===== src/rtl/wptr_full_ctrl_pkg.sv =====
// Shared constants and Gray/binary helpers for the write-side FIFO pointer logic.
// Optional feature macro: WPTR_LEVEL_EN (occupancy level + programmable full).
package wptr_full_ctrl_pkg;
  localparam int ADDRSIZE_DEF         = 4;
  localparam int DEPTH_DEF            = 1 << ADDRSIZE_DEF;
  localparam int PROG_FULL_THRESH_DEF = 12;

  // Binary to Gray: each bit XORed with its upper neighbour.
  function automatic logic [31:0] bin2gray(input logic [31:0] b);
    return (b >> 1) ^ b;
  endfunction

  // Gray to binary: running XOR from the MSB down.
  function automatic logic [31:0] gray2bin(input logic [31:0] g);
    logic [31:0] b;
    b[31] = g[31];
    for (int i = 30; i >= 0; i--) b[i] = b[i+1] ^ g[i];
    return b;
  endfunction
endpackage


===== src/rtl/wptr_gray2bin.sv =====
// Parameterized Gray to binary converter: bin[i] is the XOR of gray[W-1:i].
module wptr_gray2bin #(
  parameter int W = 5
) (
  input  logic [W-1:0] gray,
  output logic [W-1:0] bin
);
  // One XOR-reduction per output bit; purely combinational.
  for (genvar i = 0; i < W; i++) begin : g_bit
    assign bin[i] = ^gray[W-1:i];
  end
endmodule


===== src/rtl/wptr_full_ctrl.sv =====
// Write-domain pointer/flag controller for a dual-clock FIFO.
// Produces the memory write address, Gray write pointer for the read-domain
// synchronizer, registered full / almost-full, and a sticky overflow flag.
// Optional feature macro: WPTR_LEVEL_EN adds wlevel and wprog_full.
module wptr_full_ctrl
  import wptr_full_ctrl_pkg::*;
#(
  parameter int ADDRSIZE         = ADDRSIZE_DEF,
  parameter int PROG_FULL_THRESH = PROG_FULL_THRESH_DEF
) (
  input  logic                wclk,
  input  logic                wrst,
  input  logic                winc,
  input  logic [ADDRSIZE:0]   wq2_rptr,
  input  logic                wovf_clr,
  output logic                wen,
  output logic [ADDRSIZE-1:0] waddr,
  output logic [ADDRSIZE:0]   wptr,
  output logic                wfull,
  output logic                awfull,
  output logic                woverflow
`ifdef WPTR_LEVEL_EN
  ,
  output logic [ADDRSIZE:0]   wlevel,
  output logic                wprog_full
`endif
);
  localparam int W     = ADDRSIZE + 1;
  localparam int DEPTH = 1 << ADDRSIZE;

  // Reject out-of-range configurations at elaboration.
  if (ADDRSIZE < 2) begin : g_bad_addrsize
    $error("ADDRSIZE must be at least 2");
  end
  if (PROG_FULL_THRESH < 1 || PROG_FULL_THRESH > DEPTH) begin : g_bad_thresh
    $error("PROG_FULL_THRESH out of range 1..2**ADDRSIZE");
  end

  logic [W-1:0] wbin;
  logic [W-1:0] wbinnext, wbinnextp1;
  logic [W-1:0] wgraynext, wgraynextp1;
  logic [W-1:0] rfullcmp;

  // Next-pointer arithmetic and the full-compare pattern (top two Gray bits inverted).
  always_comb begin
    wen         = winc & ~wfull;
    wbinnext    = wbin + {{ADDRSIZE{1'b0}}, wen};
    wbinnextp1  = wbinnext + {{ADDRSIZE{1'b0}}, 1'b1};
    wgraynext   = W'(bin2gray(32'(wbinnext)));
    wgraynextp1 = W'(bin2gray(32'(wbinnextp1)));
    rfullcmp    = {~wq2_rptr[ADDRSIZE:ADDRSIZE-1], wq2_rptr[ADDRSIZE-2:0]};
  end

  assign waddr = wbin[ADDRSIZE-1:0];

  // Pointer, flag and sticky-overflow registers; overflow set beats clear.
  always_ff @(posedge wclk) begin
    if (wrst) begin
      wbin      <= '0;
      wptr      <= '0;
      wfull     <= 1'b0;
      awfull    <= 1'b0;
      woverflow <= 1'b0;
    end else begin
      wbin   <= wbinnext;
      wptr   <= wgraynext;
      wfull  <= (wgraynext == rfullcmp);
      awfull <= (wgraynextp1 == rfullcmp);
      if (winc && wfull)  woverflow <= 1'b1;
      else if (wovf_clr)  woverflow <= 1'b0;
    end
  end

`ifdef WPTR_LEVEL_EN
  logic [W-1:0] rbin_s;
  logic [W-1:0] level_next;

  wptr_gray2bin #(.W(W)) u_rptr_g2b (
    .gray (wq2_rptr),
    .bin  (rbin_s)
  );

  // Occupancy from the post-write pointer and the synchronized read pointer.
  always_comb begin
    level_next = wbinnext - rbin_s;
  end

  // Registered level and programmable-full flag.
  always_ff @(posedge wclk) begin
    if (wrst) begin
      wlevel     <= '0;
      wprog_full <= 1'b0;
    end else begin
      wlevel     <= level_next;
      wprog_full <= (level_next >= W'(PROG_FULL_THRESH));
    end
  end
`endif
endmodule


===== config.mk =====
export PLATFORM = sky130hd
export DESIGN_NAME = wptr_full_ctrl
export DESIGN_NICKNAME = d
export VERILOG_FILES = /design/src/rtl/wptr_full_ctrl_pkg.sv /design/src/rtl/wptr_gray2bin.sv /design/src/rtl/wptr_full_ctrl.sv
export SDC_FILE = /design/constraint.sdc
export NUM_CORES = 1
export LEC_CHECK = 0
export BUFFER_PORTS_ARGS = -buffer_cell sky130_fd_sc_hd__clkbuf_2
export CAP_MARGIN = 20
export CORE_MARGIN = 5
export CORE_UTILIZATION = 50
export CTS_BUF_LIST = sky130_fd_sc_hd__clkbuf_2
export DETAILED_ROUTE_END_ITERATION = 12
export PLACE_DENSITY = 0.82
export SYNTH_ARGS = -nofsm -noshare
export SYNTH_HDL_FRONTEND = slang
export SYNTH_SLANG_ARGS = --single-unit

===== constraint.sdc =====
create_clock -name wclk -period 3.2 [get_ports wclk]
set_input_delay 0.32 -clock wclk [delete_from_list [all_inputs] [get_ports wclk]]
set_output_delay 0.32 -clock wclk [all_outputs]
set_load 0.05 [all_outputs]

==> out/qor.yml, run 1 <==
finalWirelength_mm: 1.24
ys_ff_latch: 12
numCtsBuffers: 3
fmax_ghz: 0.364
critPathLaunch: "wfull"
fp.dieW_um: 47.9
fin_crit_sh: 0.859
dpl_cell_area_sq_um: 853
post_cts_buffers: 0
num_rows: 13
drt_iter0_drc: 6
grt_pass1_vias: 513
core_sq_um: 1330
regArea_sq_um: 240
multiInputGateArea_sq_um: 478
ant_nets: 0
powerDensity_nw_per_um2: 405
drc: 0
maxSlewHeadroom: 0.774
crit_path_end_kind: "flip-flop"
tightest_slew_ns: 0.338
cpPeakStageDelay_ns: 0.48
syn_to_final_growth_pct: 21.4
r2r_slack_ns: 0.45
synth_nets: 82
rsz0062_at_grt: "false"
synth_area_sq_um: 718
post-place-cells: 104
p_total_mw: 0.353
drt_pass1_iterations: 3
criticalPathCategory: "reg -> reg"
vias_per_cell: 4.83
hold-worst-slack_ns: 0.304
vias: 522
tns_ns: 0
wl_per_cell_um: 11.5
path_clk_slew_ns: 0.12
arrival_ns: 2.94
synth_cells: 68
grt-ovfl-total: 0
grt_antenna_before_repair: 0
grt_max_degree: 13
stdcell_area_sq_um: 872
outcome: "finished, final reports clean"
port_buffers: 21
ys_types: 24
io-pin-count: 22
nNetsFinal: 108
cp_common_cell: "ha_1"
reg2reg_depth: 10
slew_violations: 0
max-vdd-ir-drop_mv: 0.222
gp_congestion: 0.794
fin_skew_ns: 0.00181
cp_slowest_cell: "or4b_1"
n_fill_cell: 111
fin_crit_ns: 2.75
track_usage: 0.140
avgSynthCellArea_sq_um: 10.6
grt_pass1_wl_mm: 2.19
tritoncts: "yes"
clock_path_buffers: 2
hold_viol: 0
hold_path.class: "in -> reg"
finalSetupViolCount: 0
drive_gt1_frac: 0.355
clockRootBuffer: "clkbuf_2"
die_area_sq_um: 2290
crit_family: "simple AND/OR/NAND/NOR gates"
ctsResizeCount: 0
fin_cells: 108
worstReg2RegStart: "wfull"
path_max_fanout: 6
clock_sinks: 12
diodes: 0
dieHeight_um: 47.9
insertion_delay_ns: 0.25
holdBufCountCts: 0
dpl.hpwl_mm: 1.03
cp_cell_sequence: "nor2b_4, ha_1, nand3_1, xor2_2, inv_1, ha_1, and2_4, xnor3_1, or4b_1, a31oi_1"
path_buf_inv: 1
start_util: 0.538
cp.depth: 10
drv_cap: 0
ys_seq_area_frac: 0.334
cp-start-kind: "flip-flop"
crit_end: "awfull"
htree_levels: 1
yosys_warnings: 0
reg2reg_to: "awfull"
leakage_nw: 0.428
required_ns: 3.39
[state kept, by name, summed over array words and instances, names as in the netlist]
name,flops
woverflow,1
awfull,1
wptr,5
wfull,1
wbin,4
[worst register-to-register path, stage by stage, from the launching register on]
cell	delay [ns]
dfxtp_1	0.36
nor2b_4	0.14
ha_1	0.22
nand3_1	0.18
xor2_2	0.33
inv_1	0.08
ha_1	0.20
and2_4	0.16
xnor3_1	0.37
or4b_1	0.48
a31oi_1	0.17
[cell families after synthesis]
logic type      share of synthesized area
compound gates                     0.0296
xor+xnor                            0.334
fa+ha+maj                          0.0871
buf+inv                            0.0104
flops                               0.334
simple gates                        0.204
[cells in the mapped netlist]
master | count | area [sq um]
a21oi_1 | 2 | 10.0
a31oi_1 | 1 | 6.26
and2_4 | 1 | 8.76
and3_1 | 1 | 6.26
clkbuf_1 | 1 | 3.75
dfxtp_1 | 12 | 240
ha_1 | 5 | 62.6
inv_1 | 1 | 3.75
nand2_1 | 2 | 7.51
nand2b_1 | 1 | 6.26
nand3_1 | 3 | 15.0
nand3_2 | 1 | 10.0
nor2_1 | 5 | 18.8
nor2b_1 | 6 | 37.5
nor3_1 | 1 | 5.00
o21ai_0 | 1 | 5.00
or3_1 | 1 | 6.26
or4_1 | 2 | 15.0
or4b_1 | 1 | 10.0
xnor2_1 | 8 | 70.1
xnor2_2 | 1 | 16.3
xnor3_1 | 2 | 45.0
xor2_1 | 5 | 43.8
xor2_2 | 4 | 65.1
[area by class of cell]
| cell class | count | share of cell area |
|---|---|---|
| tap | 15 | 0.0215 |
| inverter | 1 | 0.00430 |
| clock buffer | 3 | 0.0172 |
| multi-input combinational | 54 | 0.548 |
| clock inverter | 1 | 0.00430 |
| timing repair buffer | 22 | 0.129 |
| sequential | 12 | 0.275 |
[stage by stage]
| step | util | setup WS [ns] |
|---|---|---|
| floorplan | - | 0.114 |
| global placement | 0.640 | 0.434 |
| detailed placement | 0.640 | 0.351 |
| CTS | 0.654 | 0.419 |
| global route | 0.654 | 0.268 |
| finish | 0.654 | 0.450 |
[per-layer routing]
| metal | GRT usage | wire (um) | up-vias |
|---|---|---|---|
| met5 | 0 | 0 | - |
| met3 | 0.0113 | 80 | 2 |
| met4 | 0.113 | 27 | 0 |
| met2 | 0.203 | 571 | 15 |
| met1 | 0.187 | 559 | 231 |
| li1 | - | - | 274 |
[layout by cell type, fill, tap and decap left out]
| cell | Yosys | final |
|---|---|---|
| clkbuf_2 | 0 | 24 |
| dfxtp_1 | 12 | 12 |
| xnor2_1 | 8 | 8 |
| nor2b_1 | 6 | 5 |
| nor2_1 | 5 | 5 |
| xor2_1 | 5 | 5 |
| ha_1 | 5 | 5 |
| xor2_2 | 4 | 4 |
| nand3_1 | 3 | 3 |
| or4_1 | 2 | 2 |
| a21oi_1 | 2 | 2 |
| xnor3_1 | 2 | 2 |
| nand2_1 | 2 | 2 |
| nor2b_4 | 0 | 1 |
| inv_1 | 1 | 1 |
| nand3_2 | 1 | 1 |
| or3_1 | 1 | 1 |
| xnor2_2 | 1 | 1 |
| and2_4 | 1 | 1 |
| and3_1 | 1 | 1 |
| nor3_1 | 1 | 1 |
| o21ai_0 | 1 | 1 |
| or4b_1 | 1 | 1 |
| a31oi_1 | 1 | 1 |
| nand2b_1 | 1 | 1 |
| clkinv_1 | 0 | 1 |
| buf_4 | 0 | 1 |
[worst min path at each step]
stage,start,endpoint,slack (ns),depth (start not counted)
after floorplan,wq2_rptr[4],wfull,0.47,2
after global placement,woverflow,woverflow,0.46,2
after detailed placement,woverflow,woverflow,0.47,2
after CTS,winc,woverflow,0.30,3
after global routing,winc,woverflow,0.29,3
final,winc,woverflow,0.30,3
[power breakdown]
part	leakage, nW	switching [mW]	internal, mW
registers	0.0975	0.00494	0.157
logic	0.317	0.0700	0.0453
clock network	0.0140	0.0486	0.0272
total	0.428	0.124	0.230
Power figures use the tool's default switching activity.
==> inputs of run 2 (changes only) <==
==> constraint.sdc (replaced) <==
create_clock -name wclk -period 3.45 [get_ports wclk]
set_input_delay 0 -clock wclk [delete_from_list [all_inputs] [get_ports wclk]]
set_output_delay 0 -clock wclk [all_outputs]
set_load 0.05 [all_outputs]
==> out/qor.yml, run 2 (synthesis results as in run 1) <==
outcome: "finished, final reports clean"
drt_iter0_drc: 6  # unchanged
grt_max_degree: 13  # unchanged
arrival_ns: 3.03  # +0.09 ns
post_cts_buffers: 0  # unchanged
ctsResizeCount: 0  # unchanged
drc: 0  # unchanged
wl_per_cell_um: 12.7  # +10%
tns_ns: 0  # unchanged
fin_skew_ns: 0.0143  # +0.0125 ns
crit_path_end_kind: "flip-flop"
nNetsFinal: 108  # unchanged
n_fill_cell: 113  # +1.8%
grt_pass1_wl_mm: 2.13  # -2.8%
grt-ovfl-total: 0  # unchanged
maxSlewHeadroom: 0.714  # -0.0607
path_max_fanout: 6  # unchanged
grt_antenna_before_repair: 0  # unchanged
drive_gt1_frac: 0.348  # -0.00701
r2r_slack_ns: 0.67  # +0.22 ns
vias: 537  # +2.9%
fp.dieW_um: 47.9  # unchanged
required_ns: 3.64  # +0.25 ns
core_sq_um: 1330  # unchanged
powerDensity_nw_per_um2: 375  # -7.5%
clock_sinks: 12  # unchanged
setup_ws_ns: 0.614  # +0.164 ns
finalSetupViolCount: 0  # unchanged
hold_viol: 0  # unchanged
leakage_nw: 0.421  # -1.7%
holdBufCountCts: 1  # +1
vias_per_cell: 5.02  # +3.8%
max-vdd-ir-drop_mv: 0.154  # -30%
pre_cts_slack_ns: 0.680  # +0.329 ns
largest_registers: "wptr x5, wbin x4"
top_register: "wptr"
rsz0062_at_grt: "false"
diodes: 0  # unchanged
track_usage: 0.136  # -0.00401
fin_crit_ns: 2.84
clock_path_buffers: 2  # unchanged
fin_crit_sh: 0.822
numCtsBuffers: 3  # unchanged
drt_pass1_iterations: 5  # +2
port_buffers: 21  # unchanged
io-pin-count: 22  # unchanged
criticalPathCategory: "in -> reg"
insertion_delay_ns: 0.26  # about the same
tritoncts: "yes"
syn_to_final_growth_pct: 20.6
fmax_ghz: 0.353
die_area_sq_um: 2290  # unchanged
slew_violations: 0  # unchanged
dieHeight_um: 47.9  # unchanged
dpl.hpwl_mm: 1.14  # +10%
cp-start-kind: "input port"
hold_path.class: "in -> reg"
start_util: 0.538  # unchanged
path_clk_slew_ns: 0.11  # about the same
drv_cap: 0  # unchanged
ant_nets: 0  # unchanged
grt_pass1_vias: 539  # +5.1%
htree_levels: 1  # unchanged
final_cell_mix: "clkbuf_2 (24), dfxtp_1 (12), xnor2_1 (8)"
largest_register_ff_count: 5  # unchanged
clockRootBuffer: "clkbuf_2"
gp_congestion: 0.807  # +1.7%
finalWirelength_mm: 1.36  # +9.5%
tightest_slew_ns: 0.429  # +0.0909 ns
final_common_cell: "clkbuf_2"
num_rows: 13  # unchanged
[run 2: worst paths after layout]
| path | end | cells after the start | from |
|---|---|---|---|
| setup / recovery | awfull | 12 | winc |
| hold / removal | woverflow | 3 | wovf_clr |
| setup reg to reg | awfull | 10 | wfull |
| hold reg to reg | woverflow | 2 | woverflow |
[run 2: critical path, cell delays in order]
cell,delay [ns]
dlygate4sd3_1,0.52
clkbuf_2,0.10
nor2b_2,0.18
ha_1,0.23
nand3_1,0.17
xor2_2,0.33
inv_1,0.08
ha_1,0.20
and2_4,0.16
xnor3_1,0.38
or4b_1,0.49
a31oi_1,0.18
[run 2: power breakdown]
group          internal [mW]  switching (mW)
Clock                 0.0237          0.0417
Sequential             0.146         0.00497
Combinational         0.0419          0.0665
[run 2: cell type report]
class	instances	area, sq um	share of cell area
inverter	1	3.75	0.00434
multi-input combinational	54	473	0.546
clock buffer	3	15.0	0.0173
sequential	12	240	0.277
timing repair buffer	22	115	0.133
tap	15	18.8	0.0217
[run 2: through the flow]
stage / power (mW) / hold slack (ns) / util / cells / cell area (sq um)
2_1_floorplan: 0.238 / 0.147 / - / 68 / 721
3_3_place_gp: 0.259 / 0.252 / 0.630 / 103 / 841
3_5_place_dp: 0.263 / 0.252 / 0.630 / 103 / 841
4_1_cts: 0.329 / 0.00692 / 0.649 / 107 / 866
5_1_grt: 0.343 / 0.0230 / 0.649 / 107 / 866
6_report: 0.325 / 0.0104 / 0.649 / 107 / 866
[run 2: metal layers]
metal	global-route usage	vias to the layer above	wire, um
li1	-	273	-
met1	0.146	246	576
met2	0.245	16	674
met3	0.0113	2	82
met4	0.0968	0	21
met5	0	-	0
